===== config.mk =====
export PLATFORM = sky130hd
export DESIGN_NAME = pipe_hazard_ctrl
export DESIGN_NICKNAME = d
export VERILOG_FILES = /design/src/rtl/pipe_hazard_ctrl.sv
export SDC_FILE = /design/constraint.sdc
export NUM_CORES = 1
export LEC_CHECK = 0
export CAP_MARGIN = 20
export CORE_ASPECT_RATIO = 0.6
export CORE_MARGIN = 2
export CORE_UTILIZATION = 54
export CTS_BUF_LIST = sky130_fd_sc_hd__clkbuf_16
export CTS_CLUSTER_SIZE = 10
export DETAILED_ROUTE_END_ITERATION = 8
export HOLD_SLACK_MARGIN = 0.08
export PLACE_DENSITY_LB_ADDON = 0.3
export SYNTH_ARGS = -nofsm -noshare
export SYNTH_HDL_FRONTEND = slang
export SYNTH_SLANG_ARGS = --single-unit
export TNS_END_PERCENT = 5

===== constraint.sdc =====
create_clock -name Clk -period 4.5 [get_ports Clk]
set_clock_uncertainty 0.1 [all_clocks]
set_input_delay 0.675 -clock Clk [delete_from_list [all_inputs] [get_ports Clk]]
set_output_delay 0.675 -clock Clk [all_outputs]
set_load 0.05 [all_outputs]

===== src/rtl/pipe_hazard_ctrl.sv =====
`default_nettype none
// ============================================================================
// pipe_hazard_ctrl : 5-stage pipeline sequencing (PC/IF-ID enables, flushes,
//                    bubbles), post-reset scrub, dmem timeout, stall counter
// Revision 1.0
// ============================================================================
module pipe_hazard_ctrl #(
   parameter int INIT_CYCLES = 4,
   parameter int MEM_TIMEOUT = 16,
   parameter int CNT_W       = 16
) (
   input  logic             Clk,
   input  logic             Reset_n,
   input  logic             Stall,
   input  logic             Branch,
   input  logic             Jump,
   input  logic             IMemReady,
   input  logic             DMemReq,
   input  logic             DMemReady,
   output logic             PCWrite,
   output logic             PCSelTarget,
   output logic             IFIDWrite,
   output logic             IFIDFlush,
   output logic             IDEXBubble,
   output logic             PipeFreeze,
   output logic             WBBubble,
   output logic             MemError,
   output logic [CNT_W-1:0] StallCycles
);

   localparam int INIT_W = (INIT_CYCLES > 1) ? $clog2(INIT_CYCLES) : 1;
   localparam int WAIT_W = $clog2(MEM_TIMEOUT + 1);

   localparam logic [1:0] S_INIT  = 2'd0;
   localparam logic [1:0] S_RUN   = 2'd1;
   localparam logic [1:0] S_DWAIT = 2'd2;
   localparam logic [1:0] S_ERROR = 2'd3;

   logic [1:0]        state_q,     state_d;
   logic [INIT_W-1:0] init_cnt_q,  init_cnt_d;
   logic [WAIT_W-1:0] wait_cnt_q,  wait_cnt_d;
   logic [CNT_W-1:0]  stall_cnt_q, stall_cnt_d;
   logic              mem_error_q, mem_error_d;

   logic dmem_wait;
   logic redirect;

   assign dmem_wait   = DMemReq & ~DMemReady;
   assign redirect    = Branch | Jump;
   assign MemError    = mem_error_q;
   assign StallCycles = stall_cnt_q;

   always_ff @(posedge Clk or negedge Reset_n) begin
      if (!Reset_n) begin
         state_q     <= S_INIT;
         init_cnt_q  <= '0;
         wait_cnt_q  <= '0;
         stall_cnt_q <= '0;
         mem_error_q <= 1'b0;
      end else begin
         state_q     <= state_d;
         init_cnt_q  <= init_cnt_d;
         wait_cnt_q  <= wait_cnt_d;
         stall_cnt_q <= stall_cnt_d;
         mem_error_q <= mem_error_d;
      end
   end

   always_comb begin
      state_d     = state_q;
      init_cnt_d  = init_cnt_q;
      wait_cnt_d  = wait_cnt_q;
      stall_cnt_d = stall_cnt_q;
      mem_error_d = mem_error_q;
      case (state_q)
         S_INIT: begin
            if (init_cnt_q == INIT_W'(INIT_CYCLES - 1)) begin
               state_d    = S_RUN;
               init_cnt_d = '0;
            end else begin
               init_cnt_d = init_cnt_q + INIT_W'(1);
            end
         end
         S_RUN: begin
            if (dmem_wait) begin
               state_d    = S_DWAIT;
               wait_cnt_d = WAIT_W'(1);
            end
         end
         S_DWAIT: begin
            // A dropped request releases the wait just like a ready response.
            if (dmem_wait) begin
               if (wait_cnt_q == WAIT_W'(MEM_TIMEOUT)) begin
                  state_d     = S_ERROR;
                  mem_error_d = 1'b1;
               end else begin
                  wait_cnt_d = wait_cnt_q + WAIT_W'(1);
               end
            end else begin
               state_d    = S_RUN;
               wait_cnt_d = '0;
            end
         end
         default: begin
            state_d     = S_ERROR;
            mem_error_d = 1'b1;
         end
      endcase
      if ((state_q == S_RUN || state_q == S_DWAIT) && !PCWrite &&
          (stall_cnt_q != {CNT_W{1'b1}})) begin
         stall_cnt_d = stall_cnt_q + CNT_W'(1);
      end
   end

   always_comb begin
      PCWrite     = 1'b0;
      PCSelTarget = 1'b0;
      IFIDWrite   = 1'b0;
      IFIDFlush   = 1'b0;
      IDEXBubble  = 1'b0;
      PipeFreeze  = 1'b0;
      WBBubble    = 1'b0;
      case (state_q)
         S_INIT: begin
            IFIDWrite  = 1'b1;
            IFIDFlush  = 1'b1;
            IDEXBubble = 1'b1;
            WBBubble   = 1'b1;
         end
         S_RUN, S_DWAIT: begin
            if (dmem_wait) begin
               PipeFreeze = 1'b1;
               WBBubble   = 1'b1;
            end else if (Stall) begin
               IDEXBubble = 1'b1;
            end else if (redirect) begin
               // Without the fetch ready the branch stays in ID and retries.
               if (IMemReady) begin
                  PCWrite     = 1'b1;
                  PCSelTarget = 1'b1;
                  IFIDWrite   = 1'b1;
                  IFIDFlush   = 1'b1;
               end else begin
                  IDEXBubble = 1'b1;
               end
            end else if (!IMemReady) begin
               IFIDWrite = 1'b1;
               IFIDFlush = 1'b1;
            end else begin
               PCWrite   = 1'b1;
               IFIDWrite = 1'b1;
            end
         end
         default: begin
            PipeFreeze = 1'b1;
            WBBubble   = 1'b1;
         end
      endcase
   end

endmodule
`default_nettype wire


==> results.ini <==
[status]
status = finished clean

[yosys]
synth-edff-count = 0
syn-cell-area_um2 = 1550
synth.area.top_cells = dfrtp_1 (42%), ha_1 (9.7%), xor2_1 (9.0%), nor4_2 (4.0%), nand2_1 (3.4%)
synthCells = 152
yosysWarnings = 0
synth-seq-area-share = 0.419
synthesis.nets = 172
yosys.area.top_type = dfrtp_1
async_flop_share = 1.00
synth.distinct_cells = 36
synth_top_area_share = 0.419
syn_avg_cell_area_um2 = 10.2
synthFlopType = dfrtp_1
ys_ff_latch = 26

[timing]
layout_min_cycle_time_ns = 3.50
hold_slack_ns = 0.383
finalCritPeriodShare = 0.777
setup_viol = 0
worstMarginPinSlew_ns = 1.09
rsz0062_at_grt = no
fmax_mhz = 286
slew_headroom = 0.266
drv_slew = 0
hold_viol_final = 0
final.setup.worst_slack_ns = 1.00
tns_ns = 0

[cells_and_area]
layoutNonFillerInstCount = 219
multi_input_area_um2 = 848
drive_gt1_frac = 0.0919
final_common_cell = clkdlybuf4s50_1
fin_area_um2 = 1990
fillCellCount = 195
n_antenna_cell = 0
final_cell_mix = clkdlybuf4s50_1 (31), dfrtp_1 (26), xor2_1 (16), nand2_1 (14), ha_1 (12)
fin_nets = 207
final-seq-area_um2 = 651
fin_util = 0.711
area_delta_synth_final_pct = 28.1

[power_and_ir_drop]
power.share.switching = 0.187
power_density_nw_per_um2 = 224
p_seq_frac = 0.526
internal-power_mw = 0.361
power_frac_clock = 0.429
ir_drop_v = 0.000157
p_sw_mw = 0.0829
p_leak_nw = 0.890
total_power_mw = 0.444
combPwrFrac = 0.045

[critical_path]
arrival_ns = 2.72
crit_top_cell = clkdlybuf4s50_1
reg2reg_to = StallCycles[1]
path_buf_inv = 2
cp_slowest_cell = clkdlybuf4s50_1
ff2ff_path_depth = 5
worstPathRequired_ns = 3.72
critPathCaptureType = primary output
cp_slowest_stage_delay_ns = 0.81
r2r_slack_ns = 2.06
critPathKind = input port to primary output
startpoint_type = input port
cp_cell_sequence = clkdlybuf4s50_1 -> and2b_4 -> nor3_1 -> nand2b_1 -> a21oi_1 -> clkdlybuf4s50_1
reg2reg_from = StallCycles[0]
critical_path.max_fanout = 4
critical-path-top-delay-family = buffers and inverters

[grt]
grt_pass1_wl_um = 5490
antenna_found_initial = 0
grt_use_total = 0.220
grt_pass1_vias = 1105
grt_max_degree = 17
gr-total-overflow = 0

[drt]
wl_um = 3320
vias_per_cell = 5.83
vias = 1276
drt-initial-drc-count = 155
first_pass_iters = 4
antenna_left = 0
avgRoutedWirePerCell_um = 15.2
drc = 0

[placed_design]
gp_congestion = 0.872
placed_cells = 216
hpwl_um = 2550
place_worst_setup_slack_ns = 1.00
post_dp_cell_area_um2 = 1910
port-buffer-count = 31

[worst_hold_path]
worstHoldStart = init_cnt_q[0]
hold_path_class = flop to flop
holdPathEnd = init_cnt_q[0]
whs_path_depth = 1

[floorplan]
fp.dieH_um = 45.5
pin_count = 32
dieArea_um2 = 3330
rows = 15
start_util = 0.555
coreArea_um2 = 2800
fp.dieW_um = 73.2

[clock_network]
cts.clk_slew.worst_paths_ns = 0.06
clkLatencyLatePin_ns = 0.26
cts_resized = 0
numCtsBuffers = 3
cts-root-buf = clkbuf_16
h-tree-depth = 1
post-cts-setup-buffers = 0
postCtsHoldBufs = 0
cts_tree = yes
clock_sinks = 26
cts_max_path_buffers = 2

[flow_run]
max_cap_violations = 0

==> cell usage after synthesis (2+ instances only) <==
cell	n
and2_1	2
mux2_1	2
ha_1	12
nor4_2	5
nand2_1	14
inv_1	8
nand3_1	5
nor4_1	2
nand4_1	5
nand2b_1	2
nor2_1	8
nand3b_1	2
nor3_1	8
o21ai_0	7
xor2_1	16
or2_2	2
and3_1	4
a21oi_1	5
dfrtp_1	26
==> sequential cells by signal, indices dropped and copies added (netlist names) <==
| signal | cells |
|---|---|
| MemError | 1 |
| StallCycles | 16 |
| init_cnt_q | 2 |
| state_q | 2 |
| wait_cnt_q | 5 |
==> how the worst max path moves through the flow <==
stage          startpoint  slack [ns]  depth (start not counted)         end
2_1_floorplan   DMemReady        1.27                          3  PipeFreeze
3_3_place_gp         Jump        1.09                          6   IFIDWrite
3_5_place_dp    DMemReady        1.00                          6   IFIDWrite
4_1_cts         DMemReady         1.0                          6   IFIDWrite
5_1_grt         DMemReady        0.81                          6   IFIDFlush
6_report        DMemReady        1.00                          6   IFIDWrite
==> power groups by stage <==
stage               Clock (mW)  Combinational (mW)  Sequential (mW)
global placement             0              0.0168            0.238
detailed placement           0              0.0204            0.238
floorplan                    0             0.00460            0.238
finish                   0.190              0.0201            0.234
CTS                      0.195              0.0205            0.234
global route             0.207              0.0229            0.234
==> cell type report <==
class	instances	area share
flip-flops and latches	26	0.327
inverters	9	0.0170
multi-input cells	115	0.427
repair buffers	32	0.170
clock buffers	3	0.0378
well taps	34	0.0214
==> layer usage <==
layer  vias to the layer above  global-route usage  routed length [um]
met5                         -                   0                   0
met4                         0              0.0741                  38
met3                         6              0.0531                 167
met2                        39               0.305                1450
met1                       621               0.335                1670
li1                        610                   -                   -
==> kinds of logic (layout without fill, tap and decap cells) <==
logic type,count (synthesis),in the layout,share of synthesized area
flops,26,26,0.419
compound gates,19,19,0.0839
xor+xnor,16,16,0.0903
fa+ha+maj,12,12,0.0968
simple gates,64,64,0.248
mux,4,4,0.0282
buf+inv,11,44,0.0339
==> worst reg2reg max path, delay by kind of cell (launching register included) <==
family,cells,cell delay (ns)
AND/OR/NAND/NOR,3,1.21
adder cells (fa/ha/maj),1,0.25
flip-flops,1,0.40
multiplexers,1,0.37
(Power assumes the default switching activity.)
